[src/rtl/mem_arbiter.sv]
// mem_arbiter: shares one single-port synchronous RAM between an instruction
// fetch port (I) and a load/store port (D). Arbitration is round-robin; each
// granted transaction runs IDLE -> ISSUE -> WAIT (MEM_LAT cycles) -> DONE.
//
// Ports:
//   clk, rst_n                 clock, synchronous active-low reset
//   i_req/i_addr               instruction read request, held until i_valid
//   i_rdata/i_valid            fetched word, one-cycle completion pulse
//   d_req/d_wen/d_addr/d_wdata data request (wen=1 store), held until d_valid
//   d_rdata/d_valid            load data, one-cycle completion pulse
//   m_en/m_wen/m_addr/m_wdata  RAM access strobe, write enable, address, data
//   m_rdata                    RAM read data, valid MEM_LAT cycles after m_en
//   grant                      current owner: 00 none, 01 I, 10 D
module mem_arbiter #(
  parameter int unsigned WORD_LEN = 32,
  parameter int unsigned MEM_LAT  = 2
) (
  input  logic                clk,
  input  logic                rst_n,
  input  logic                i_req,
  input  logic [WORD_LEN-1:0] i_addr,
  output logic [WORD_LEN-1:0] i_rdata,
  output logic                i_valid,
  input  logic                d_req,
  input  logic                d_wen,
  input  logic [WORD_LEN-1:0] d_addr,
  input  logic [WORD_LEN-1:0] d_wdata,
  output logic [WORD_LEN-1:0] d_rdata,
  output logic                d_valid,
  output logic                m_en,
  output logic                m_wen,
  output logic [WORD_LEN-1:0] m_addr,
  output logic [WORD_LEN-1:0] m_wdata,
  input  logic [WORD_LEN-1:0] m_rdata,
  output logic [1:0]          grant
);

  localparam int unsigned CNT_W    = 4;
  localparam logic [CNT_W-1:0] LAT_LOAD = CNT_W'(MEM_LAT - 1);

  typedef enum logic [1:0] {IDLE, ISSUE, WAIT, DONE} state_t;

  state_t           state, state_d;
  logic             owner;     // 0 = I, 1 = D
  logic             last_d;    // last served requester was D
  logic             wen_q;     // latched write flag of current transaction
  logic [CNT_W-1:0] cnt;
  logic             start;     // grant decision taken this cycle
  logic             pick_d;    // winner of the grant decision

  // Next-state and round-robin grant decision.
  always_comb begin
    state_d = state;
    start   = 1'b0;
    pick_d  = 1'b0;
    case (state)
      IDLE: begin
        if (i_req || d_req) begin
          start   = 1'b1;
          state_d = ISSUE;
          // On conflict, serve whoever was not served last.
          pick_d  = (i_req && d_req) ? ~last_d : d_req;
        end
      end
      ISSUE:   state_d = WAIT;
      WAIT:    if (cnt == '0) state_d = DONE;
      DONE:    state_d = IDLE;
      default: state_d = IDLE;
    endcase
  end

  // State, latched request and registered outputs.
  always_ff @(posedge clk) begin
    if (!rst_n) begin
      state   <= IDLE;
      owner   <= 1'b0;
      last_d  <= 1'b0;
      wen_q   <= 1'b0;
      cnt     <= '0;
      m_en    <= 1'b0;
      m_wen   <= 1'b0;
      m_addr  <= '0;
      m_wdata <= '0;
      i_rdata <= '0;
      d_rdata <= '0;
      i_valid <= 1'b0;
      d_valid <= 1'b0;
      grant   <= 2'b00;
    end else begin
      state   <= state_d;
      // Strobes are derived from the next state so they line up with it.
      m_en    <= start;
      m_wen   <= start & pick_d & d_wen;
      i_valid <= (state_d == DONE) && !owner;
      d_valid <= (state_d == DONE) && owner;

      if (start) begin
        owner   <= pick_d;
        wen_q   <= pick_d & d_wen;
        m_addr  <= pick_d ? d_addr : i_addr;
        m_wdata <= d_wdata;
        grant   <= {pick_d, ~pick_d};
      end else if (state_d == IDLE) begin
        grant   <= 2'b00;
      end

      if (state == ISSUE) begin
        last_d <= owner;
        cnt    <= LAT_LOAD;
      end else if (state == WAIT && cnt != '0) begin
        cnt    <= cnt - CNT_W'(1);
      end

      // Read data is valid during the last WAIT cycle.
      if (state == WAIT && cnt == '0 && !wen_q) begin
        if (owner) d_rdata <= m_rdata;
        else       i_rdata <= m_rdata;
      end
    end
  end

endmodule

[config.mk]
export PLATFORM = sky130hd
export DESIGN_NAME = mem_arbiter
export DESIGN_NICKNAME = d
export VERILOG_FILES = /design/src/rtl/mem_arbiter.sv
export SDC_FILE = /design/constraint.sdc
export NUM_CORES = 1
export LEC_CHECK = 0
export ABC_CLOCK_PERIOD_IN_PS = 1900
export CORE_ASPECT_RATIO = 1.2
export CORE_MARGIN = 4
export CORE_UTILIZATION = 36
export CTS_CLUSTER_DIAMETER = 120
export DETAILED_ROUTE_END_ITERATION = 6
export MAX_ROUTING_LAYER = met4
export PLACE_DENSITY = 0.76
export SLEW_MARGIN = 5
export SYNTH_ARGS = -nofsm -noshare
export SYNTH_HDL_FRONTEND = slang
export SYNTH_SLANG_ARGS = --single-unit
export TNS_END_PERCENT = 1
[constraint.sdc]
create_clock -name clk -period 1.9 [get_ports clk]
set_clock_uncertainty 0.2 [all_clocks]
set_input_delay 0.38 -clock clk [delete_from_list [all_inputs] [get_ports clk]]
set_output_delay 0.38 -clock clk [all_outputs]
set_load 0.005 [all_outputs]
Word level (Yosys, flattened, before mapping)
Index checks and enable logic that the tools add are counted.
Widths: inputs -> output; s select.

cells by class
  add/subtract/negate cells = 1
  equality and inequality tests = 4
  muxes and demuxes = 13
  bitwise logic cells = 7
  reductions and logical operators = 18

operator list
  operator             count
  $mux 32              1
  $mux 2               4
  $pmux 2 s4           1
  $mux 1               7
  $eq 2x2->1 const B   3
  $logic_and 1x1->1    6
  $logic_not 2->1      2
  $logic_not 4->1      1
  $not 1->1            4
  $reduce_and 2->1     2
  $reduce_bool 2->1    2
  $reduce_bool 4->1    1
  $sub 4x1->4 const B  1
  $and 1x1->1          3
  $eq 2x1->1 const B   1
  $logic_not 1->1      2
  $reduce_or 2->1      1
  $logic_or 1x1->1     1

word-level totals
  register bits = 143
  input bits = 133
  word-level logic and storage cells = 58

Longest topological paths before layout
Gate-level depths: netlist of run 1.

  word-level depth = 6
  depth in mapped cells = 8

Worst setup path after synthesis of run 1
Ideal clock, no wire load.

  path type = flip-flop to flip-flop
  from = reg state[0]
  to = reg m_addr[10]
  arrival = 1577 ps
  path slack = 1 ps
  stages on the path, launching flop included = 8
  clock period less this slack = 1899 ps
  cells stage by stage = dfxtp_1 -> inv_1 -> ha_1 -> and2_1 -> and3_1 -> buf_2 -> buf_6 -> a221o_1

between the ends
  longest elaborated chain between the ends = 3
  elaborated cells between the ends (all ways) = 4
  those cells by class = 3 x mux; 1 x reduce/logical

ends and longest elaborated chain
  item                    line  RTL
  from (decl)             43    state_t state, state_d;
  from (signal assigned)  90    state <= state_d;
  $logic_not 2->1 (*)     56    case (state)
  $mux 1                  56
  $mux 32                 100   m_addr <= pick_d ? d_addr : i_addr;
  to (signal assigned)    100
  to (decl)               32    output logic [WORD_LEN-1:0] m_addr,

Every way passes the cells marked *; elsewhere a longest branch is shown, timed or not.
A chain may end at the register's enable or synchronous reset.

Worst setup path after layout of run 1
  from = reg m_addr[6]
  to = out m_addr[6]

No word-level cell between the ends.

==> results of run 1 <==
-- sequential cells by signal, indices dropped and copies added, names as in the netlist --
name	cells
d_rdata	32
i_rdata	32
m_addr	32
m_wdata	32
cnt	4
grant	2
state	2
d_valid	1
i_valid	1
last_d	1
m_en	1
m_wen	1
owner	1
wen_q	1
-- cell families (layout without fill, tap and decap cells) --
family                     count (synthesis)  count (layout)  synth area share (%)
muxes                                     65              65                  12.0
buffers and inverters                     55             335                  4.84
adders and majority gates                  5               5                  1.16
and+or+nand+nor                          229             229                  18.4
DFF                                      143             143                  53.0
AOI/OAI and AO/OA                         78              78                  10.6
-- how the worst max path moves through the flow --
stage,from,end,slack [ps],cells after the start
after floorplan,state[0]$_SDFF_PN0_,m_addr[10]$_SDFFE_PN0P_,1,7
after global placement,d_req,m_wdata[29]$_SDFFE_PN0P_,-100,7
after detailed placement,d_req,m_wdata[19]$_SDFFE_PN0P_,-170,7
after CTS,m_addr[6]$_SDFFE_PN0P_,m_addr[6],2,1
after global routing,m_addr[5]$_SDFFE_PN0P_,m_addr[5],2,1
final,m_addr[6]$_SDFFE_PN0P_,m_addr[6],30,1
-- power by group through the flow --
stage	combinational [mW]	clock (mW)	sequential (mW)
3_5_place_dp	3.82	0	4.00
3_3_place_gp	3.77	0	3.99
5_1_grt	4.08	3.48	4.03
4_1_cts	3.83	3.34	3.95
2_1_floorplan	1.62	0	4.03
6_report	3.78	3.26	3.95
-- Yosys cell counts --
cell,n
nand3_1,6
buf_6,3
o21ai_0,1
nor2_1,8
nor4b_1,1
o21ai_1,1
o21a_1,2
o211a_1,1
ha_1,5
or3b_1,1
and3_1,34
buf_2,14
buf_4,4
a31o_1,1
nand2b_1,2
o2111ai_1,1
a21o_1,1
nand4b_1,1
and2_1,1
nor3b_1,1
nand4_1,1
inv_1,10
a31oi_1,1
nand2_1,168
a21oi_1,37
mux2i_1,65
clkbuf_1,24
and3b_1,1
a221o_1,32
dfxtp_1,143
nor3_1,4
-- worst reg2reg max path, cell delays in order, from the launching register on --
cell and delay, ps:
dfxtp_1 340, inv_1 80, ha_1 200, and2_1 160
and3_1 200, buf_12 170, a221o_1 360
-- per-layer routing --
layer | part of all wire, % | vias up | GRT usage, %
met5 | 0 | - | -
met4 | 4.3 | 0 | 10.0
met3 | 6.5 | 41 | 5.45
met2 | 48 | 200 | 31.0
met1 | 41 | 2284 | 21.5
li1 | - | 2500 | -
-- per-stage QoR --
stage	instance area [µm²]	hold WS, ps	power (mW)	utilization (%)	setup TNS (ps)
final	9060	234	11.0	62.4	0
after global routing	9060	230	11.6	62.4	0
after CTS	9020	214	11.1	62.1	0
after detailed placement	8440	246	7.81	58.1	-7960
after global placement	8440	239	7.77	58.1	-4860
after floorplan	5400	236	5.65	-	0
-- timing repair --
item / 4_1_cts / 5_1_grt
setup endpoints to repair: 2 / 15
resized for setup: 2 / 15
hold buffers: 0 / 0
hold endpoints to repair: 0 / 0
-- layout make-up --
class / count / area (µm²) / area share (%)
clock buffers: 22 / 474 / 5.23
clock inverters: 9 / 110 / 1.21
inverters: 10 / 37.5 / 0.414
multi-input cells: 377 / 2300 / 25.4
flip-flops and latches: 143 / 2870 / 31.6
well taps: 200 / 250 / 2.76
repair buffers: 294 / 3020 / 33.4
==> out/qor.yml, run 1 <==
run_status:
  outcome: "completed"
pwr:
  p_clk_share_pct: 29.7
  seqPwrFrac_pct: 35.9
  internal-power_mw: 7.81
  peakVddDrop_uv: 676
  pwr-share-comb_pct: 34.4
  p_per_area_nw_per_um2: 1210
  p_leak_nw: 4.17
  swShare_pct: 28.9
  power.switching_mw: 3.18
clock_network:
  insertion_delay_ps: 410
  cts_setup_buffers: 0
  clockBufferDepth: 2
  cts_buffers: 17
  cts_max_level: 4
  cts.sinks: 143
  cts-root-buf: "clkbuf_16"
  cts_tree: "yes"
  cts.reportedPaths.clkPinSlew_ps: 60
placed_design:
  pre_cts_slack_ps: -166
  port_buffers: 266
  hpwl_mm: 11.6
  routabilityCongestion: 0.835
  dp_cells: 1024
timing:
  slew_viol_final: 0
  finalHoldViolCount: 0
  period_minus_slack_ps: 1870
  finalSetupViolations: 0
  rsz0062_at_grt: "false"
  fmax_mhz: 535
  timing.final.crit_share_pct: 98.3
  slew_headroom_pct: 71.4
  setup_slack_ps: 31.9
  worst_slew_pin_slew_ps: 429
die:
  chipWidth_um: 120
  die_h_um: 142
  io_pins: 267
  rows: 48
  coreArea_um2: 14500
  dieArea_um2: 17000
  initial_core_util_pct: 37.2
setup_path:
  cp_max_fo: 2
  reg2reg_depth: 6
  rrSetupSlack_ps: 80
  path_class: "flop to output pin"
  r2r-start: "state[1]$_SDFF_PN0_"
  crit_chain: "clkdlybuf4s50_1"
  cp.buffers_inverters: 1
  arrival_ps: 1290
  end_kind: "output pin"
  critPathTopFamily: "buffers and inverters"
  cp.required_ps: 1320
  worst_setup_path_start_kind: "flop"
  cp_slowest_cell: "clkdlybuf4s50_1"
  max_stage_delay_ps: 520
  r2r_end: "m_addr[19]$_SDFFE_PN0P_"
routing:
  dr.pass1.iters: 4
  ant_nets: 0
  wl_per_cell_um: 15.4
  drcViolationCount: 0
  vias: 5025
  drt-vias-per-instance: 4.76
  wl_mm: 16.2
  drt-initial-drc-count: 221
layout:
  nets: 981
  final_cell_mix: "clkdlybuf4s50_1, nand2_1, dfxtp_1"
  insertedDiodeCount: 0
  fill_cells: 1235
  drive_gt1_share_pct: 7.49
  final_common_cell: "clkdlybuf4s50_1"
  syn_to_final_growth_pct: 67.8
  instances_no_fill: 1055
synth:
  synthTopCellsByArea: "dfxtp_1, mux2i_1, nand2_1, a221o_1, and3_1"
  synth_area_per_cell_um2: 9.39
  ys_warn_count: 0
  synthesis.nets: 713
  yosysSeqAreaShare_pct: 53.0
  synth_top_area_share_pct: 53.0
  yosysUniqueCellTypes: 31
  synth_area_um2: 5400
  synth-seq-cells: 143
  synth_area_leader_cell: "dfxtp_1"
  synthCells: 575
global_route:
  antenna_found_initial: 0
  grt_first_pass_wirelength_mm: 24.9
  grt_pass1_vias: 5010
  grt_start_max_net_pins: 100
  grt_use_total_pct: 19.1
  grt_remaining_overflow: 0
hold_path:
  hold-path-endpoint: "m_addr[10]$_SDFFE_PN0P_"
  min-delay-start: "rst_n"
  timing.hold.worst_path_depth: 3
  hold_class: "input pin to flop"
flow_run:
  maxCapViolCount: 0
(Power assumes the default switching activity.)
==> inputs of run 2 (changes only) <==
--- a/config.mk
+++ b/config.mk
@@ -7,7 +7,7 @@
 export LEC_CHECK = 0
 export ABC_CLOCK_PERIOD_IN_PS = 1900
 export CORE_ASPECT_RATIO = 1.2
-export CORE_MARGIN = 4
+export CORE_MARGIN = 3
 export CORE_UTILIZATION = 36
 export CTS_CLUSTER_DIAMETER = 120
 export DETAILED_ROUTE_END_ITERATION = 6
==> run 2 against run 1 <==
Against the previous run:
- via count grew 0.52%
- sequential power about the same
- worst setup slack gained 0.96 ps
- die area decreased by 3.1%
- global-route usage increased by 0.70 points
- first-iteration DRC count grew 19%
- critical path depth is the same
- count of clock-buffer cells in the layout decreased by 3
- largest cell class unchanged
==> out/qor.yml, run 2 (synthesis gave the netlist of run 1 again) <==
clock_network:
  cts.sinks: 143
  cts.reportedPaths.clkPinSlew_ps: 60
  clockBufferDepth: 2
  insertion_delay_ps: 410
  cts_tree: "yes"
  cts_buffers: 17
  cts-root-buf: "clkbuf_16"
  cts_max_level: 4
routing:
  drt-initial-drc-count: 264
  ant_nets: 0
  met2_length_mm: 7.89
  drcViolationCount: 0
  wl_met1_mm: 6.47
  vias: 5051
  wl_met3_um: 865
  wl_per_cell_um: 15.2
  top_layer: "met4"
  dr.pass1.iters: 4
  wl_mm: 16.0
  drt-vias-per-instance: 4.80
global_route:
  grt_start_max_net_pins: 133
  grt_pass1_vias: 5089
  grt_remaining_overflow: 0
  grt_first_pass_wirelength_mm: 25.6
  antenna_found_initial: 0
  grt_use_total_pct: 19.8
layout:
  final_common_cell: "clkdlybuf4s50_1"
  fin_area_um2: 9110
  syn_to_final_growth_pct: 68.7
  ff_latch_area_um2: 2870
  utilization_pct: 62.7
  multi_input_area_um2: 2300
  drive_gt1_share_pct: 7.51
  final_cell_mix: "clkdlybuf4s50_1, nand2_1, dfxtp_1"
  fill_cells: 1267
  nets: 977
  instances_no_fill: 1052
  insertedDiodeCount: 0
setup_path:
  critPathTopFamily: "buffers and inverters"
  cp.buffers_inverters: 1
  arrival_ps: 1290
  cp_slowest_cell: "clkdlybuf4s50_1"
  max_stage_delay_ps: 540
  end_kind: "output pin"
  cp.required_ps: 1320
  worst_setup_path_start_kind: "flop"
  crit_chain: "clkdlybuf4s50_1"
  cp_max_fo: 2
  path_class: "flop to output pin"
timing:
  period_minus_slack_ps: 1870
  setup_slack_ps: 32.8
  timing.final.crit_share_pct: 98.3
  slew_viol_final: 0
  whs_ps: 252
  tns_ps: 0
  fmax_mhz: 536
  finalHoldViolCount: 0
  slew_headroom_pct: 63.4
  rsz0062_at_grt: "false"
  finalSetupViolations: 0
  worst_slew_pin_slew_ps: 549
pwr:
  peakVddDrop_uv: 624
  power.switching_mw: 3.26
  p_leak_nw: 4.16
  internal-power_mw: 8.24
  pwr-share-comb_pct: 32.9
  p_per_area_nw_per_um2: 1260
  p_clk_share_pct: 32.7
  seqPwrFrac_pct: 34.4
  swShare_pct: 28.4
  power.total_mw: 11.5
die:
  coreArea_um2: 14500
  rows: 48
  io_pins: 267
  die_h_um: 140
  initial_core_util_pct: 37.2
  chipWidth_um: 118
  dieArea_um2: 16500
run_status:
  outcome: "completed"
placed_design:
  hpwl_mm: 11.4
  place_area_um2: 8410
  routabilityCongestion: 0.784
  dp_cells: 1020
  port_buffers: 266
  pre_cts_slack_ps: -211
hold_path:
  hold_class: "flop to flop"
flow_run:
  maxCapViolCount: 0
## run 2: power by group through the flow
stage / logic (mW) / clock network [mW] / registers, mW
after floorplan: 1.62 / 0 / 4.03
after global placement: 3.79 / 0 / 4.00
after detailed placement: 3.82 / 0 / 4.00
after CTS: 3.83 / 3.85 / 3.96
after global routing: 4.11 / 3.97 / 4.03
final: 3.78 / 3.76 / 3.95
## run 2: path summary, 6_finish.rpt
| check | slack [ps] | cells past startpoint | to | start |
|---|---|---|---|---|
| min | 250 | 2 | m_wdata[21]$_SDFFE_PN0P_ | m_wdata[21]$_SDFFE_PN0P_ |
| max reg2reg | 60 | 6 | m_addr[27]$_SDFFE_PN0P_ | state[0]$_SDFF_PN0_ |
| min reg2reg | 250 | 2 | m_wdata[21]$_SDFFE_PN0P_ | m_wdata[21]$_SDFFE_PN0P_ |
| max | 30 | 1 | d_rdata[5] | d_rdata[5]$_SDFFE_PN0P_ |
## run 2: layer usage
layer / up-vias / track usage, %
met5: - / -
met4: 0 / 10.7
met3: 47 / 5.13
met2: 213 / 32.3
met1: 2294 / 22.3
li1: 2497 / -
## run 2: layout make-up
type,instances,area share [%]
clock inverters,13,2.44
inverters,10,0.412
multi-input cells,377,25.2
repair buffers,290,32.7
flip-flops and latches,143,31.5
clock buffers,19,4.97
well taps,200,2.75
## run 2: what timing repair did
item	in CTS	in global routing
gates resized for setup	8	10
endpoints found under the setup margin	8	40
hold buffers	0	0
buffers inserted	0	0
==> inputs of run 3 (changes only) <==
--- a/config.mk
+++ b/config.mk
@@ -11,6 +11,7 @@
 export CORE_UTILIZATION = 36
 export CTS_CLUSTER_DIAMETER = 120
 export DETAILED_ROUTE_END_ITERATION = 6
+export HOLD_SLACK_MARGIN = 0.15
 export MAX_ROUTING_LAYER = met4
 export PLACE_DENSITY = 0.76
 export SLEW_MARGIN = 5
==> results of run 3 <==
Same layout as run 2: the final DEF is identical, and so are final timing and power.
